===== src/rtl/mem_port_arbiter_if.sv =====
// Requester and memory-side signals of the shared memory port arbiter.
// Both requesters hold xx_req and their fields stable until a cycle with xx_gnt = 1;
// that cycle's clock edge completes the handshake, and one xx_rvalid pulse follows later.
interface mem_port_arbiter_if #(
    parameter int ADDR_W = 64
);
    logic              if_req;
    logic [ADDR_W-1:0] if_addr;
    logic              if_gnt;
    logic              if_rvalid;
    logic [31:0]       if_rdata;

    logic              d_req;
    logic              d_we;
    logic [ADDR_W-1:0] d_addr;
    logic [63:0]       d_wdata;
    logic              d_gnt;
    logic              d_rvalid;
    logic [63:0]       d_rdata;

    logic              mem_en;
    logic              mem_we;
    logic [ADDR_W-1:0] mem_addr;
    logic [63:0]       mem_wdata;
    logic [63:0]       mem_rdata;

    logic              busy;

    // Arbiter view.
    modport slave (
        input  if_req, if_addr, d_req, d_we, d_addr, d_wdata, mem_rdata,
        output if_gnt, if_rvalid, if_rdata, d_gnt, d_rvalid, d_rdata,
        output mem_en, mem_we, mem_addr, mem_wdata, busy
    );

    // Requester / memory / environment view.
    modport master (
        output if_req, if_addr, d_req, d_we, d_addr, d_wdata, mem_rdata,
        input  if_gnt, if_rvalid, if_rdata, d_gnt, d_rvalid, d_rdata,
        input  mem_en, mem_we, mem_addr, mem_wdata, busy
    );
endinterface


===== src/rtl/mem_port_arbiter.sv =====
// Round-robin arbiter sharing one single-ported byte memory between instruction fetch
// and load/store; one access at a time, fixed MEM_LAT access cycles, registered response.
module mem_port_arbiter #(
    parameter int ADDR_W  = 64,
    parameter int MEM_LAT = 1   // legal range 1..15
) (
    input  logic              clk,
    input  logic              reset,
    mem_port_arbiter_if.slave bus,
    output logic [1:0]        dbg_state
);
    localparam int CNT_W = 4;
    localparam logic OWN_FETCH = 1'b0;
    localparam logic OWN_DATA  = 1'b1;

    typedef enum logic [1:0] {
        IDLE   = 2'd0,
        ACCESS = 2'd1,
        RESP   = 2'd2
    } state_t;

    state_t            state;
    logic              owner;
    logic              last_grant;
    logic [CNT_W-1:0]  cnt;
    logic              mem_en_q;
    logic              mem_we_q;
    logic [ADDR_W-1:0] mem_addr_q;
    logic [63:0]       mem_wdata_q;
    logic              if_rvalid_q;
    logic              d_rvalid_q;
    logic [31:0]       if_rdata_q;
    logic [63:0]       d_rdata_q;
    logic              busy_q;

    logic              pick_data;
    logic              can_grant;
    logic              if_gnt_c;
    logic              d_gnt_c;

    // Data wins a tie only when fetch was served last; reset is gated in so no grant
    // can be seen while the block is held in reset.
    always_comb begin
        pick_data = bus.d_req && (!bus.if_req || (last_grant == OWN_FETCH));
        can_grant = (state == IDLE) && !reset;
        if_gnt_c  = can_grant && bus.if_req && !pick_data;
        d_gnt_c   = can_grant && pick_data;
    end

    always_ff @(posedge clk or posedge reset) begin
        if (reset) begin
            state       <= IDLE;
            owner       <= OWN_FETCH;
            last_grant  <= OWN_DATA;
            cnt         <= '0;
            mem_en_q    <= 1'b0;
            mem_we_q    <= 1'b0;
            mem_addr_q  <= '0;
            mem_wdata_q <= '0;
            if_rvalid_q <= 1'b0;
            d_rvalid_q  <= 1'b0;
            if_rdata_q  <= '0;
            d_rdata_q   <= '0;
            busy_q      <= 1'b0;
        end else begin
            case (state)
                IDLE: begin
                    if (if_gnt_c || d_gnt_c) begin
                        owner       <= d_gnt_c;
                        last_grant  <= d_gnt_c;
                        mem_en_q    <= 1'b1;
                        mem_we_q    <= d_gnt_c && bus.d_we;
                        mem_addr_q  <= d_gnt_c ? bus.d_addr : bus.if_addr;
                        mem_wdata_q <= d_gnt_c ? bus.d_wdata : 64'd0;
                        cnt         <= CNT_W'(MEM_LAT - 1);
                        busy_q      <= 1'b1;
                        state       <= ACCESS;
                    end
                end
                ACCESS: begin
                    if (cnt != '0) begin
                        cnt <= cnt - 1'b1;
                    end else begin
                        // Last access cycle: the memory output is valid at this edge.
                        if (mem_we_q) begin
                            d_rdata_q <= 64'd0;
                        end else if (owner == OWN_DATA) begin
                            d_rdata_q <= bus.mem_rdata;
                        end else begin
                            if_rdata_q <= bus.mem_rdata[31:0];
                        end
                        if_rvalid_q <= (owner == OWN_FETCH);
                        d_rvalid_q  <= (owner == OWN_DATA);
                        mem_en_q    <= 1'b0;
                        mem_we_q    <= 1'b0;
                        mem_addr_q  <= '0;
                        mem_wdata_q <= '0;
                        state       <= RESP;
                    end
                end
                RESP: begin
                    if_rvalid_q <= 1'b0;
                    d_rvalid_q  <= 1'b0;
                    busy_q      <= 1'b0;
                    state       <= IDLE;
                end
                default: begin
                    state <= IDLE;
                end
            endcase
        end
    end

    assign bus.if_gnt    = if_gnt_c;
    assign bus.d_gnt     = d_gnt_c;
    assign bus.if_rvalid = if_rvalid_q;
    assign bus.if_rdata  = if_rdata_q;
    assign bus.d_rvalid  = d_rvalid_q;
    assign bus.d_rdata   = d_rdata_q;
    assign bus.mem_en    = mem_en_q;
    assign bus.mem_we    = mem_we_q;
    assign bus.mem_addr  = mem_addr_q;
    assign bus.mem_wdata = mem_wdata_q;
    assign bus.busy      = busy_q;
    assign dbg_state     = state;
endmodule


===== src/flat_wrapper.sv =====
// flat-port wrapper written by rule: the top's interface ports become plain ports
module mem_port_arbiter_flat 
#(
    parameter int ADDR_W  = 64,
    parameter int MEM_LAT = 1                       
)
  (clk, reset, dbg_state, bus_if_req, bus_if_addr, bus_d_req, bus_d_we, bus_d_addr, bus_d_wdata, bus_mem_rdata, bus_if_gnt, bus_if_rvalid, bus_if_rdata, bus_d_gnt, bus_d_rvalid, bus_d_rdata, bus_mem_en, bus_mem_we, bus_mem_addr, bus_mem_wdata, bus_busy);
  mem_port_arbiter_if #(.ADDR_W(ADDR_W)) bus_i ();
  input  logic clk;
  input  logic reset;
  output logic [1:0] dbg_state;
  input wire logic [$bits(bus_i.if_req)-1:0] bus_if_req;
  input wire logic [$bits(bus_i.if_addr)-1:0] bus_if_addr;
  input wire logic [$bits(bus_i.d_req)-1:0] bus_d_req;
  input wire logic [$bits(bus_i.d_we)-1:0] bus_d_we;
  input wire logic [$bits(bus_i.d_addr)-1:0] bus_d_addr;
  input wire logic [$bits(bus_i.d_wdata)-1:0] bus_d_wdata;
  input wire logic [$bits(bus_i.mem_rdata)-1:0] bus_mem_rdata;
  output wire logic [$bits(bus_i.if_gnt)-1:0] bus_if_gnt;
  output wire logic [$bits(bus_i.if_rvalid)-1:0] bus_if_rvalid;
  output wire logic [$bits(bus_i.if_rdata)-1:0] bus_if_rdata;
  output wire logic [$bits(bus_i.d_gnt)-1:0] bus_d_gnt;
  output wire logic [$bits(bus_i.d_rvalid)-1:0] bus_d_rvalid;
  output wire logic [$bits(bus_i.d_rdata)-1:0] bus_d_rdata;
  output wire logic [$bits(bus_i.mem_en)-1:0] bus_mem_en;
  output wire logic [$bits(bus_i.mem_we)-1:0] bus_mem_we;
  output wire logic [$bits(bus_i.mem_addr)-1:0] bus_mem_addr;
  output wire logic [$bits(bus_i.mem_wdata)-1:0] bus_mem_wdata;
  output wire logic [$bits(bus_i.busy)-1:0] bus_busy;
  assign bus_i.if_req = bus_if_req;
  assign bus_i.if_addr = bus_if_addr;
  assign bus_i.d_req = bus_d_req;
  assign bus_i.d_we = bus_d_we;
  assign bus_i.d_addr = bus_d_addr;
  assign bus_i.d_wdata = bus_d_wdata;
  assign bus_i.mem_rdata = bus_mem_rdata;
  assign bus_if_gnt = bus_i.if_gnt;
  assign bus_if_rvalid = bus_i.if_rvalid;
  assign bus_if_rdata = bus_i.if_rdata;
  assign bus_d_gnt = bus_i.d_gnt;
  assign bus_d_rvalid = bus_i.d_rvalid;
  assign bus_d_rdata = bus_i.d_rdata;
  assign bus_mem_en = bus_i.mem_en;
  assign bus_mem_we = bus_i.mem_we;
  assign bus_mem_addr = bus_i.mem_addr;
  assign bus_mem_wdata = bus_i.mem_wdata;
  assign bus_busy = bus_i.busy;
  mem_port_arbiter #(.ADDR_W(ADDR_W), .MEM_LAT(MEM_LAT)) u_core (.clk(clk), .reset(reset), .bus(bus_i), .dbg_state(dbg_state));
endmodule

===== config.mk =====
export PLATFORM = sky130hd
export DESIGN_NAME = mem_port_arbiter_flat
export DESIGN_NICKNAME = d
export VERILOG_FILES = /design/src/rtl/mem_port_arbiter_if.sv /design/src/rtl/mem_port_arbiter.sv /design/src/flat_wrapper.sv
export SDC_FILE = /design/constraint.sdc
export NUM_CORES = 1
export LEC_CHECK = 0
export BUFFER_PORTS_ARGS = -buffer_cell sky130_fd_sc_hd__buf_4
export CAP_MARGIN = 20
export CORE_ASPECT_RATIO = 0.75
export CORE_MARGIN = 2
export CORE_UTILIZATION = 30
export CTS_CLUSTER_DIAMETER = 80
export DETAILED_ROUTE_END_ITERATION = 10
export SLEW_MARGIN = 20
export SYNTH_ARGS = -nofsm -noshare
export SYNTH_HDL_FRONTEND = slang
export SYNTH_SLANG_ARGS = --single-unit

===== constraint.sdc =====
create_clock -name clk -period 11.7 [get_ports clk]
set_clock_uncertainty 0.2 [all_clocks]
set_input_delay 3.51 -clock clk [delete_from_list [all_inputs] [get_ports clk]]
set_output_delay 3.51 -clock clk [all_outputs]
set_load 0.005 [all_outputs]

# Word-level counts from Yosys, hierarchy flattened
# Index checks and enable logic that the tools add are counted.
# Widths: inputs -> output; s select.
[word_totals]
wordCells = 73
ram_bits = 0
ff_bits = 237
mem_count = 0
out_inout_bits = 233
latch_bits = 0
inputBits = 261
rom_bits = 0
[classes]
n_eq_ne = 5
n_div = 0
n_addsub = 1
n_shift = 0
n_reduce_logical = 25
n_bitwise = 4
n_lt_le_gt_ge = 0
n_mul = 0
mux = 25
[ops]
columns = ["operator", "count"]
rows = [
  ["$mux 64", 7],
  ["$pmux 64 s2", 2],
  ["$pmux 1 s2", 5],
  ["$reduce_and 3->1", 3],
  ["$mux 4", 2],
  ["$pmux 4 s2", 1],
  ["$reduce_and 2->1", 4],
  ["$reduce_bool 2->1", 4],
  ["$logic_and 1x1->1", 6],
  ["$mux 1", 5],
  ["$mux 2", 2],
  ["$ne 2x2->1 const B", 2],
  ["$not 1->1", 4],
  ["$pmux 2 s2", 1],
  ["$reduce_and 4->1", 1],
  ["$reduce_bool 4->1", 1],
  ["$sub 4x1->4 const B", 1],
  ["$logic_not 1->1", 3],
  ["$eq 2x1->1 const B", 1],
  ["$eq 2x2->1 const B", 1],
  ["$logic_not 2->1", 1],
  ["$logic_or 1x1->1", 2],
  ["$ne 2x1->1 const B", 1],
]

# Logic depth before layout (Yosys ltp)
[depth]
word_depth = 8
ltp_mapped = 8
ltp_nobuf = 6

# Worst setup path before layout
# No wires, ideal clock.
[synth_timing]
kind = "input to output"
startpoint = "in reset"
endpoint = "out bus_d_gnt"
setup_slack_ns = 3.735
stages = 4
arrival_time_ns = 4.255
required_ns = 7.990
cell_sequence = "nor3_2 -> and2_1 -> clkbuf_1 -> clkbuf_1"
[synth_via]
elab_chain_cells = 3
[synth_rtl]
columns = ["item", "line", "text"]
rows = [
  ["start, declared", "flat_wrapper.sv:10", "input logic reset;"],
  ["$logic_not 1->1", "mem_port_arbiter.sv:45", "can_grant = (state == IDLE) && !reset;"],
  ["$logic_and 1x1->1", "mem_port_arbiter.sv:45", ""],
  ["$logic_and 1x1->1", "mem_port_arbiter.sv:47", "d_gnt_c = can_grant && pick_data;"],
  ["end, declared", "flat_wrapper.sv:22", "output wire logic [$bits(bus_i.d_gnt)-1:0] bus_d_gnt;"],
]
# Every way passes these cells.

# Worst setup path in the final report
# Ends and elaborated chain as after synthesis.

==> impl_metrics.xml <==
<?xml version="1.0" encoding="UTF-8"?>
<metrics>
  <group name="clocking">
    <metric name="post_cts.repair.setup_buffers" unit="">0</metric>
    <metric name="cts_made_buffers" unit="">27</metric>
    <metric name="htreeDepth" unit="">1</metric>
    <metric name="post_cts_resized" unit="">0</metric>
    <metric name="cts_buffer_depth" unit="">3</metric>
    <metric name="cts.reportedPaths.clkPinSlew" unit="ns">0.06</metric>
    <metric name="worst_skew_pair.late_latency" unit="ns">0.53</metric>
    <metric name="cts.root.buffer_cell" unit="">sky130_fd_sc_hd__clkbuf_16</metric>
    <metric name="clock_sinks" unit="">237</metric>
    <metric name="cts_tree" unit="">built</metric>
    <metric name="hold_buffers" unit="">0</metric>
  </group>
  <group name="routing">
    <metric name="post-route-drc-count" unit="">0</metric>
    <metric name="routed-via-count" unit="">8493</metric>
    <metric name="drtAntennaViolNets" unit="">0</metric>
    <metric name="routed_wl" unit="um">35900</metric>
    <metric name="detailedRoute.firstPassIterationCount" unit="">5</metric>
    <metric name="post_drt_wl_per_cell" unit="um">21.0</metric>
    <metric name="initialDrtViolationCount" unit="">538</metric>
    <metric name="post_drt_via_cell_ratio" unit="">4.98</metric>
  </group>
  <group name="floorplan">
    <metric name="core_region_area" unit="sq mm">0.0324</metric>
    <metric name="dieWidth" unit="um">214</metric>
    <metric name="num_rows" unit="">57</metric>
    <metric name="fp.dieH" unit="um">161</metric>
    <metric name="design.portCount" unit="">494</metric>
    <metric name="fp.dieArea" unit="sq mm">0.0345</metric>
    <metric name="starting_density_of_the_core" unit="">0.305</metric>
  </group>
  <group name="setup_path">
    <metric name="required_time_of_the_critical_path" unit="ns">7.99</metric>
    <metric name="setup.worst_path.start_class" unit="">input pin</metric>
    <metric name="timing.critical_path.to_type" unit="">output port</metric>
    <metric name="crit_type" unit="">in2out</metric>
    <metric name="timing.critical_path.arrival" unit="ns">5.03</metric>
    <metric name="crit_chain" unit="">buf_4 &gt; nor3_2 &gt; and2_2 &gt; buf_4 &gt; buf_4</metric>
    <metric name="crit_slowest_cell" unit="">sky130_fd_sc_hd__buf_4</metric>
    <metric name="critPathMaxFanout" unit="">67</metric>
    <metric name="crit_path_frequent_cell" unit="">sky130_fd_sc_hd__buf_4</metric>
    <metric name="critical_path.max_stage_delay" unit="ns">0.60</metric>
    <metric name="reg2reg_slack" unit="ns">8.48</metric>
  </group>
  <group name="synth">
    <metric name="syn-cell-area" unit="sq mm">0.00990</metric>
    <metric name="post_synthesis_cell_type_count" unit="">40</metric>
    <metric name="seq_area_frac_synth" unit="">0.599</metric>
    <metric name="yosysTopAreaCellShare" unit="">0.597</metric>
    <metric name="synthesis.instances" unit="">789</metric>
    <metric name="synth_edf_count" unit="">0</metric>
    <metric name="synth.ff_latch_count" unit="">237</metric>
    <metric name="synth.yosys.warnings" unit="">0</metric>
    <metric name="syn-mean-instance-area" unit="sq um">12.5</metric>
    <metric name="ys_top_cells_by_area" unit="">sky130_fd_sc_hd__dfrtp_1 (60%), sky130_fd_sc_hd__mux2i_1 (6.6%), sky130_fd_sc_hd__a22o_1 (5.8%), sky130_fd_sc_hd__o2bb2ai_1 (5.7%), sky130_fd_sc_hd__o31ai_1 (4.8%)</metric>
    <metric name="synth_most_common_cell" unit="">sky130_fd_sc_hd__dfrtp_1</metric>
    <metric name="postSynthNetCount" unit="">1052</metric>
    <metric name="netlist_top_cells_count" unit="">sky130_fd_sc_hd__dfrtp_1 (236), sky130_fd_sc_hd__a22o_1 (65), sky130_fd_sc_hd__mux2i_1 (65)</metric>
    <metric name="async_s_r_ff_share_synth" unit="">1.00</metric>
    <metric name="synth-main-ff-cell" unit="">sky130_fd_sc_hd__dfrtp_1</metric>
    <metric name="netlist.top_cell.by_area" unit="">sky130_fd_sc_hd__dfrtp_1</metric>
  </group>
  <group name="power">
    <metric name="leakage" unit="nW">7.13</metric>
    <metric name="powerDensity" unit="mW/mm^2">206</metric>
    <metric name="peakVddDrop" unit="V">0.000118</metric>
  </group>
  <group name="final_layout">
    <metric name="area_growth_syn_to_layout" unit="%">49.8</metric>
    <metric name="n_fill_cell" unit="">3026</metric>
    <metric name="drive_above_1_share" unit="">0.466</metric>
    <metric name="layout.nets" unit="">1505</metric>
    <metric name="layout.cell_area.non_filler" unit="sq mm">0.0148</metric>
  </group>
  <group name="timing">
    <metric name="max_clock_freq" unit="MHz">114</metric>
    <metric name="slew_headroom" unit="">0.255</metric>
    <metric name="worst-slew-pin-transition" unit="ns">1.12</metric>
    <metric name="period_minus_slack" unit="ns">8.74</metric>
    <metric name="grt_setup_unrepaired" unit="">no</metric>
    <metric name="hold_violations" unit="">0</metric>
    <metric name="drv_slew" unit="">0</metric>
    <metric name="totalNegativeSetupSlack" unit="ns">0</metric>
    <metric name="hold_ws" unit="ns">0.285</metric>
    <metric name="final.setup.worst_slack" unit="ns">2.96</metric>
    <metric name="timing.final.setup_violations" unit="">0</metric>
    <metric name="finalCritPeriodShare" unit="">0.747</metric>
  </group>
  <group name="min_path">
    <metric name="hp-class" unit="">reg2reg</metric>
  </group>
  <group name="global_routing">
    <metric name="grt_util_all_layers" unit="">0.199</metric>
    <metric name="first_global_vias" unit="">8648</metric>
    <metric name="first_pass_grt_wire_length" unit="um">53200</metric>
    <metric name="grt_start_max_net_pins" unit="">111</metric>
    <metric name="grt_overflow_total" unit="">0</metric>
    <metric name="grt_antenna_before_repair" unit="">3</metric>
  </group>
  <group name="place">
    <metric name="post_place_worst_slack" unit="ns">2.95</metric>
    <metric name="dp_area" unit="sq mm">0.0139</metric>
    <metric name="place.gp.congestion" unit="">0.836</metric>
    <metric name="dp_hpwl" unit="um">24900</metric>
    <metric name="portBuffers" unit="">493</metric>
  </group>
  <group name="job">
    <metric name="max_cap_violations" unit="">0</metric>
  </group>
  <group name="run_status">
    <metric name="status" unit="">complete, no violations</metric>
  </group>
</metrics>
[path summary, 6_finish.rpt]
check                                                  from                                    to  cells past startpoint
worst max-delay path                                  reset                             bus_d_gnt                      5
worst min-delay path            u_core.bus.busy$_DFFE_PP0P_           u_core.bus.busy$_DFFE_PP0P_                      2
worst max register to register    u_core.cnt[0]$_DFFE_PP0P_  u_core.bus.mem_wdata[30]$_DFFE_PP0P_                      6
worst min register to register  u_core.bus.busy$_DFFE_PP0P_           u_core.bus.busy$_DFFE_PP0P_                      2
max in group asynchronous                             reset    u_core.bus.d_rdata[34]$_DFFE_PP0P_                      3
min in group asynchronous                             reset   u_core.bus.mem_addr[42]$_DFFE_PP0P_                      2
[worst max-delay path, delay by kind of cell]
kind	cells	cell delay [ns]
buffers and inverters	3	0.97
AND/OR/NAND/NOR	2	0.55
[cell type report]
cell class / instances / area [sq um] / share of cell area
clock inverters: 7 / 66.3 / 0.00447
repair buffers: 506 / 3800 / 0.256
inverters: 5 / 26.3 / 0.00177
flip-flops and latches: 237 / 5930 / 0.400
well taps: 442 / 553 / 0.0373
clock buffers: 42 / 822 / 0.0554
multi-input cells: 465 / 3620 / 0.244
diodes: 2 / 5.00 / 0.000338
[placed cells by master (no fill, tap or decap), types with 4 or more instances in the layout]
master | synthesis | layout
sky130_fd_sc_hd__buf_4 | 0 | 506
sky130_fd_sc_hd__dfrtp_1 | 236 | 235
sky130_fd_sc_hd__mux2i_1 | 65 | 65
sky130_fd_sc_hd__a22o_1 | 65 | 65
sky130_fd_sc_hd__o2bb2ai_1 | 64 | 64
sky130_fd_sc_hd__nand3_1 | 64 | 64
sky130_fd_sc_hd__o31ai_1 | 63 | 63
sky130_fd_sc_hd__o21ai_0 | 59 | 58
sky130_fd_sc_hd__clkbuf_16 | 0 | 27
sky130_fd_sc_hd__mux2_2 | 26 | 26
sky130_fd_sc_hd__o21ai_1 | 10 | 10
sky130_fd_sc_hd__nand2_1 | 9 | 9
sky130_fd_sc_hd__clkbuf_8 | 0 | 9
sky130_fd_sc_hd__mux2_1 | 6 | 6
sky130_fd_sc_hd__clkbuf_1 | 35 | 6
sky130_fd_sc_hd__nand2b_1 | 5 | 4
sky130_fd_sc_hd__inv_1 | 5 | 4
sky130_fd_sc_hd__clkinv_2 | 0 | 4
[power breakdown]
part / total, mW / switching, mW / internal [mW]
clock: 0.841 / 0.339 / 0.502
sequential: 1.23 / 0.153 / 1.08
combinational: 0.988 / 0.444 / 0.543
total: 3.06 / 0.936 / 2.12
[sequential cells by signal, indices dropped and copies added (netlist names)]
register and flops:
u_core.cnt 4, u_core.bus.d_rvalid 1, u_core.owner 1, u_core.bus.mem_addr 64, u_core.bus.mem_we 1, u_core.bus.mem_en 1, u_core.bus.d_rdata 64, u_core.last_grant 1
u_core.bus.busy 1, u_core.bus.if_rvalid 1, u_core.bus.mem_wdata 64, u_core.dbg_state 2, u_core.bus.if_rdata 32
[per-stage QoR]
stage / std cells / power (mW) / utilization
detailed placement: 1655 / 2.24 / 0.429
floorplan: 789 / 1.61 / -
CTS: 1704 / 3.10 / 0.457
global route: 1706 / 3.24 / 0.457
finish: 1706 / 3.06 / 0.457
global placement: 1655 / 2.23 / 0.429
[routing by layer]
metal	vias up	GRT usage	share of wire
li1	3897	-	-
met1	4218	0.252	0.40
met2	328	0.327	0.48
met3	48	0.0688	0.093
met4	2	0.0502	0.024
met5	-	0	0.00036
[logic make-up after synthesis]
family,Yosys count,share of synthesized area
AOI/OAI and AO/OA,273,0.206
adders and majority gates,2,0.00253
buffers and inverters,87,0.0406
DFF,237,0.599
muxes,97,0.102
and+or+nand+nor,93,0.0497
No activity file was read; power rests on OpenSTA's default activity.
